===== src/rtl/nec_ir_decoder.sv =====
// NEC IR frame decoder: width measurement, 32-bit LSB-first decode, checksum, repeats, timeouts.
// Optional glitch filter on the synchronised input is enabled by defining IR_GLITCH_FILTER_EN.
module nec_ir_decoder #(
   parameter int unsigned CLK_HZ        = 50_000_000,
   parameter int unsigned TOL_PCT       = 25,
   parameter bit          IR_ACTIVE_LOW = 1'b1,
   parameter int unsigned TIMEOUT_US    = 12000,
   parameter int unsigned REPEAT_WIN_MS = 120,
   parameter int unsigned GLITCH_US     = 4,
   // Divides every protocol time constant (nominals, timeout, repeat window); 1 for real use
   parameter int unsigned TIME_DIV      = 1
) (
   input  logic        clk,
   input  logic        rst_n,
   input  logic        ir_in,
   output logic [15:0] addr,
   output logic        ext_addr,
   output logic [7:0]  cmd,
   output logic        valid,
   output logic        repeat_p,
   output logic [7:0]  repeat_cnt,
   output logic        err,
   output logic [1:0]  err_code,
   output logic        busy
);

   localparam int unsigned TICK = (CLK_HZ / 1_000_000 > 0) ? CLK_HZ / 1_000_000 : 1;
   localparam int unsigned PW   = (TICK > 1) ? $clog2(TICK) : 1;

   function automatic int unsigned w_lo(input int unsigned nom);
      return (nom / TIME_DIV) * (100 - TOL_PCT) / 100;
   endfunction
   function automatic int unsigned w_hi(input int unsigned nom);
      return (nom / TIME_DIV) * (100 + TOL_PCT) / 100;
   endfunction
   function automatic logic in_win(input logic [13:0] w, input logic [13:0] lo,
                                   input logic [13:0] hi);
      return (w >= lo) && (w <= hi);
   endfunction

   localparam logic [13:0] LM_LO  = 14'(w_lo(9000));
   localparam logic [13:0] LM_HI  = 14'(w_hi(9000));
   localparam logic [13:0] LS_LO  = 14'(w_lo(4500));
   localparam logic [13:0] LS_HI  = 14'(w_hi(4500));
   localparam logic [13:0] RS_LO  = 14'(w_lo(2250));
   localparam logic [13:0] RS_HI  = 14'(w_hi(2250));
   localparam logic [13:0] BM_LO  = 14'(w_lo(560));
   localparam logic [13:0] BM_HI  = 14'(w_hi(560));
   localparam logic [13:0] B0_LO  = 14'(w_lo(560));
   localparam logic [13:0] B0_HI  = 14'(w_hi(560));
   localparam logic [13:0] B1_LO  = 14'(w_lo(1690));
   localparam logic [13:0] B1_HI  = 14'(w_hi(1690));
   localparam logic [13:0] TO_LIM = 14'(TIMEOUT_US / TIME_DIV);
   localparam int unsigned RPT_LIM = REPEAT_WIN_MS * 1000 / TIME_DIV;
   localparam int unsigned RTW     = $clog2(RPT_LIM + 1);
   localparam logic [RTW-1:0] RPT_MAX = RTW'(RPT_LIM);
   localparam logic IDLE_LVL = IR_ACTIVE_LOW ? 1'b1 : 1'b0;

   typedef enum logic [2:0] {
      IDLE, LEAD_MARK, LEAD_SPACE, BIT_MARK, BIT_SPACE, STOP_MARK, CHECK, RPT_MARK
   } state_t;

   state_t          state, state_nx;
   logic [PW-1:0]   pcnt;
   logic            tick;
   logic            s1, s2, mark_raw, mark, mark_d, rise, fall;
   logic [13:0]     width;
   logic [4:0]      bitc;
   logic [31:0]     data;
   logic [RTW-1:0]  rtimer;
   logic            seen;
   logic            tim_err, to_err, bit_wr, bit_val, bit_clr, rpt_evt;
   logic            chk_ok, valid_nx, err_nx, rpt_nx;
   logic [1:0]      code_nx;

   assign tick = (pcnt == PW'(TICK - 1));
   always_ff @(posedge clk or negedge rst_n) begin
      if (!rst_n)    pcnt <= '0;
      else if (tick) pcnt <= '0;
      else           pcnt <= pcnt + 1'b1;
   end

   // Synchroniser resets to the idle line level so reset never looks like a mark
   always_ff @(posedge clk or negedge rst_n) begin
      if (!rst_n) begin
         s1 <= IDLE_LVL;
         s2 <= IDLE_LVL;
      end else begin
         s1 <= ir_in;
         s2 <= s1;
      end
   end
   assign mark_raw = IR_ACTIVE_LOW ? ~s2 : s2;

`ifdef IR_GLITCH_FILTER_EN
   localparam int unsigned GW = $clog2(GLITCH_US + 1);
   logic [GW-1:0] gcnt;
   logic          mark_f;
   always_ff @(posedge clk or negedge rst_n) begin
      if (!rst_n) begin
         gcnt   <= '0;
         mark_f <= 1'b0;
      end else if (mark_raw == mark_f) begin
         gcnt <= '0;
      end else if (tick) begin
         if (gcnt == GW'(GLITCH_US - 1)) begin
            mark_f <= mark_raw;
            gcnt   <= '0;
         end else begin
            gcnt <= gcnt + 1'b1;
         end
      end
   end
   assign mark = mark_f;
`else
   assign mark = mark_raw;
`endif

   always_ff @(posedge clk or negedge rst_n) begin
      if (!rst_n) mark_d <= 1'b0;
      else        mark_d <= mark;
   end
   assign rise = mark & ~mark_d;
   assign fall = ~mark & mark_d;

   // Restart at 1 when the edge coincides with a tick so width equals segment length
   always_ff @(posedge clk or negedge rst_n) begin
      if (!rst_n)                      width <= '0;
      else if (rise || fall)           width <= {{13{1'b0}}, tick};
      else if (tick && width != '1)    width <= width + 1'b1;
   end

   always_ff @(posedge clk or negedge rst_n) begin
      if (!rst_n) state <= IDLE;
      else        state <= state_nx;
   end

   always_comb begin
      state_nx = state;
      tim_err  = 1'b0;
      to_err   = 1'b0;
      bit_wr   = 1'b0;
      bit_val  = 1'b0;
      bit_clr  = 1'b0;
      rpt_evt  = 1'b0;
      if (state != IDLE && state != CHECK && width >= TO_LIM) begin
         to_err   = 1'b1;
         state_nx = IDLE;
      end else begin
         case (state)
            IDLE:       if (rise) state_nx = LEAD_MARK;
            LEAD_MARK:  if (fall) begin
                           if (in_win(width, LM_LO, LM_HI)) state_nx = LEAD_SPACE;
                           else begin tim_err = 1'b1; state_nx = IDLE; end
                        end
            LEAD_SPACE: if (rise) begin
                           if (in_win(width, LS_LO, LS_HI)) begin
                              state_nx = BIT_MARK;
                              bit_clr  = 1'b1;
                           end else if (in_win(width, RS_LO, RS_HI)) begin
                              state_nx = RPT_MARK;
                           end else begin
                              tim_err  = 1'b1;
                              state_nx = IDLE;
                           end
                        end
            BIT_MARK:   if (fall) begin
                           if (in_win(width, BM_LO, BM_HI)) state_nx = BIT_SPACE;
                           else begin tim_err = 1'b1; state_nx = IDLE; end
                        end
            BIT_SPACE:  if (rise) begin
                           if (in_win(width, B0_LO, B0_HI) || in_win(width, B1_LO, B1_HI)) begin
                              bit_wr   = 1'b1;
                              bit_val  = in_win(width, B1_LO, B1_HI);
                              state_nx = (bitc == 5'd31) ? STOP_MARK : BIT_MARK;
                           end else begin
                              tim_err  = 1'b1;
                              state_nx = IDLE;
                           end
                        end
            STOP_MARK:  if (fall) begin
                           if (in_win(width, BM_LO, BM_HI)) state_nx = CHECK;
                           else begin tim_err = 1'b1; state_nx = IDLE; end
                        end
            CHECK:      state_nx = IDLE;
            RPT_MARK:   if (fall) begin
                           state_nx = IDLE;
                           if (in_win(width, BM_LO, BM_HI)) rpt_evt = 1'b1;
                           else tim_err = 1'b1;
                        end
            default:    state_nx = IDLE;
         endcase
      end
   end

   always_comb begin
      chk_ok   = (data[23:16] == ~data[31:24]);
      valid_nx = (state == CHECK) && chk_ok;
      err_nx   = tim_err || to_err || ((state == CHECK) && !chk_ok);
      code_nx  = to_err ? 2'b11 : (tim_err ? 2'b01 : 2'b10);
      rpt_nx   = rpt_evt && seen && (rtimer < RPT_MAX);
      busy     = (state != IDLE);
   end

   always_ff @(posedge clk or negedge rst_n) begin
      if (!rst_n) begin
         addr       <= '0;
         ext_addr   <= 1'b0;
         cmd        <= '0;
         valid      <= 1'b0;
         repeat_p   <= 1'b0;
         repeat_cnt <= '0;
         err        <= 1'b0;
         err_code   <= '0;
         bitc       <= '0;
         data       <= '0;
         rtimer     <= '0;
         seen       <= 1'b0;
      end else begin
         valid    <= valid_nx;
         repeat_p <= rpt_nx;
         err      <= err_nx;
         if (err_nx) err_code <= code_nx;
         if (bit_clr) bitc <= '0;
         else if (bit_wr) begin
            data[bitc] <= bit_val;
            bitc       <= bitc + 1'b1;
         end
         if (valid_nx) begin
            cmd        <= data[23:16];
            repeat_cnt <= '0;
            seen       <= 1'b1;
            if (data[15:8] == ~data[7:0]) begin
               addr     <= {8'h00, data[7:0]};
               ext_addr <= 1'b0;
            end else begin
               addr     <= data[15:0];
               ext_addr <= 1'b1;
            end
         end else if (rpt_nx && repeat_cnt != 8'hFF) begin
            repeat_cnt <= repeat_cnt + 1'b1;
         end
         if (valid_nx || rpt_nx)          rtimer <= '0;
         else if (tick && rtimer < RPT_MAX) rtimer <= rtimer + 1'b1;
      end
   end

endmodule

===== config.mk =====
export PLATFORM = sky130hd
export DESIGN_NAME = nec_ir_decoder
export DESIGN_NICKNAME = d
export VERILOG_FILES = /design/src/rtl/nec_ir_decoder.sv
export SDC_FILE = /design/constraint.sdc
export NUM_CORES = 1
export LEC_CHECK = 0
export CAP_MARGIN = 10
export CORE_ASPECT_RATIO = 1.1
export CORE_UTILIZATION = 55
export DETAILED_ROUTE_END_ITERATION = 6
export PLACE_DENSITY = 0.84
export SYNTH_ARGS = -nofsm -noshare
export SYNTH_HDL_FRONTEND = slang
export SYNTH_SLANG_ARGS = --single-unit

===== constraint.sdc =====
create_clock -name clk -period 4.3 [get_ports clk]
set_clock_uncertainty 0.05 [all_clocks]
set_input_delay 0.43 -clock clk [delete_from_list [all_inputs] [get_ports clk]]
set_output_delay 0.43 -clock clk [all_outputs]
set_load 0.05 [all_outputs]

==> results.sh <==
export IMPL_outcome="finished, final reports clean"
export IMPL_switchingPower_mw=0.6841
export IMPL_rsz0062_at_grt="false"
export IMPL_syn_avg_cell_area_um2=9.489
export IMPL_cts_sinks=119
export IMPL_drt_iter0_markers=455
export IMPL_start_util_pct=57.48
export IMPL_yosysSeqAreaShare_pct=46.67
export IMPL_synth_top_area_share_pct=45.85
export IMPL_synth_edf_count=0
export IMPL_hold_viol=0
export IMPL_syn_to_final_growth_pct=17.07
export IMPL_post_synth_num_cell_types=66
export IMPL_p_per_area_nw_per_um2=377.1
export IMPL_critPathCaptureType="flip-flop"
export IMPL_grt_max_degree=70
export IMPL_hold_ws_ps=75.34
export IMPL_cp_arrival_ps=3130
export IMPL_firstDrtPassIters=6
export IMPL_relSlewSlack_pct=40.97
export IMPL_nets=715
export IMPL_remaining_drc_errors=0
export IMPL_clk_pin_slew_ps=60
export IMPL_r2r_start="width[9]$_DFFE_PN0P_"
export IMPL_finalSetupViolations=0
export IMPL_finalWirelength_um=14920
export IMPL_netSwitchingFraction_pct=24.27
export IMPL_gp_congestion=0.8601
export IMPL_cts_buffers=17
export IMPL_ys_warn_count=0
export IMPL_p_int_mw=2.135
export IMPL_final_common_cell="dfrtp_1"
export IMPL_r2r_cells=7
export IMPL_ys_seq_elements=119
export IMPL_synthArstFlopShare_pct=100.0
export IMPL_fin_setup_tns_ps=0
export IMPL_syn_num_nets=691
export IMPL_wl_per_cell_um=17.41
export IMPL_stdcell_area_um2=7476
export IMPL_yosysTopAreaCell="dfrtp_1"
export IMPL_timing_fmax_mhz=345.9
export IMPL_slew_viol_final=0
export IMPL_startpoint_type="flip-flop"
export IMPL_die_w_um=104.7
export IMPL_drtAntennaViolNets=0
export IMPL_die_area_um2=12050
export IMPL_syn_area_um2=6386
export IMPL_core_area_um2=11110
export IMPL_port_buffers=41
export IMPL_ir_drop_mv=0.2172
export IMPL_grt_use_total_pct=26.53
export IMPL_cts_tree="yes"
export IMPL_die_h_um=115.0
export IMPL_vias_per_cell=6.230
export IMPL_pre_cts_ws_ps=1448
export IMPL_cts_hold_fix_buffers=0
export IMPL_ys_flop_type="dfrtp_1"
export IMPL_clockBufferDepth=2
export IMPL_clkPwrFrac_pct=52.4
export IMPL_rr_endpoint="data[22]$_DFFE_PN0P_"
export IMPL_drive_gt1_share_pct=7.465
export IMPL_fin_crit_ps=2891
export IMPL_clock_latency_ps=420
export IMPL_holdCritPathClass="input pin to asynchronous set/reset pin"
export IMPL_post_dp_cell_area_um2=6853
export IMPL_criticalPathCategory="flip-flop to flip-flop"
export IMPL_post_cts_buffers=0
export IMPL_synthesis_instances=673
export IMPL_h_tree_depth=4
export IMPL_timing_final_crit_share_pct=67.23
export IMPL_grt_ovfl_total=0
export IMPL_synthTopCellsByArea="dfrtp_1, mux2_1, nand2_1"
export IMPL_cts_root_buf="clkbuf_16"
export IMPL_p_leak_nw=3.405
export IMPL_worst_pin_slew_ps=863.2
export IMPL_seqPwrFrac_pct=41.3
export IMPL_place_hpwl_um=9407
export IMPL_row_count=40
export IMPL_grt_pass1_wl_um=25050
export IMPL_mostFrequentLayoutCells="dfrtp_1, nand2_1, nand3_1, clkdlybuf4s50_1"
export IMPL_worst_slack_ps=1409
export IMPL_cap_viol_max_count=0
export IMPL_antenna_found_initial=0
export IMPL_diodes=0
export IMPL_grt_pass1_vias=5181
export IMPL_cp_max_fo=40
export IMPL_detailroute_via_count=5339
export IMPL_ctsResizeCount=0
export IMPL_reg2reg_slack_ps=1410
export IMPL_comb_power_share_pct=6.3
export IMPL_pin_count=42
export IMPL_required_ps=4540
area by class of cell:
type / instances / area (µm²)
Timing Repair Buffer: 47 / 452.9
Clock buffer: 19 / 452.9
Multi-Input combinational cell: 496 / 3176
Clock inverter: 13 / 170.2
Tap cell: 147 / 183.9
Sequential cell: 119 / 2980
Inverter: 16 / 60.06
Fill cell: 828 / 3635
worst max-delay path, cell delays in order (launching register included):
cell and delay, ps:
dfrtp_1 550, nand4b_1 260, o221a_1 310, or4_4 520, a21oi_2 150, buf_4 350, nand3_1 170, mux2_1 360
synthesized netlist by cell type, types with 5 or more instances:
cell      count
ha_1         15
nor2b_1       5
a21oi_1      29
inv_1        16
a21o_1        5
o21ai_0      30
and2_1       11
clkbuf_1     28
dfrtp_1     117
xor2_1       18
nor3_1       13
nor2_1       32
or2_2         5
nand2_1      86
nor4_1       11
xnor2_1      17
nand3_1      53
and3_1       12
o31ai_1      11
buf_2        12
or3_1        13
nand2b_1     11
or4_1         6
nand4_1      13
mux2_1       32
a22o_1        8
power groups by stage:
stage	combinational, mW	clock (mW)	sequential, mW
6_report	0.178	1.48	1.16
5_1_grt	0.196	1.54	1.17
4_1_cts	0.177	1.49	1.16
3_5_place_dp	0.174	0	1.18
3_3_place_gp	0.171	0	1.18
2_1_floorplan	0.128	0	1.17
per-stage QoR:
step | total power [mW] | utilization (%) | std cells
global placement | 1.351 | 61.68 | 825
finish | 2.819 | 67.29 | 857
detailed placement | 1.356 | 61.68 | 825
CTS | 2.831 | 67.29 | 857
floorplan | 1.293 | - | 673
global route | 2.903 | 67.29 | 857
cell families (layout without fill, tap and decap cells):
family / after synthesis / count (layout) / share of synthesized area [%]
buf+inv: 58 / 95 / 3.703
simple gates: 290 / 290 / 23.39
xor+xnor: 35 / 35 / 4.800
flops: 119 / 119 / 46.67
compound gates: 123 / 123 / 12.70
fa+ha+maj: 15 / 15 / 2.939
mux: 33 / 33 / 5.799
flip-flops by register name, indices dropped and copies added (netlist names):
register / flops
s1: 1
bitc: 5
repeat_p: 1
err: 1
cmd: 8
data: 32
pcnt: 6
s2: 1
valid: 1
repeat_cnt: 8
ext_addr: 1
width: 14
state: 3
mark_d: 1
err_code: 2
addr: 16
seen: 1
rtimer: 17
worst max-delay path by stage:
stage,start,endpoint,slack (ps),depth (start not counted)
after floorplan,width[1]$_DFFE_PN0P_,data[11]$_DFFE_PN0P_,1930,9
after global placement,width[9]$_DFFE_PN0P_,rtimer[2]$_DFFE_PN0P_,1550,6
after detailed placement,width[9]$_DFFE_PN0P_,rtimer[12]$_DFFE_PN0P_,1450,6
after CTS,width[9]$_DFFE_PN0P_,rtimer[0]$_DFFE_PN0P_,1420,6
after global routing,width[9]$_DFFE_PN0P_,rtimer[1]$_DFFE_PN0P_,1230,6
final,width[9]$_DFFE_PN0P_,data[22]$_DFFE_PN0P_,1410,7
per-layer routing:
layer	share of wire [%]	global-route usage, %
met1	41	31.69
met2	51	45.43
met3	5.3	5.839
met4	3.0	13.80
met5	0	0
Power figures use the tool's default switching activity.
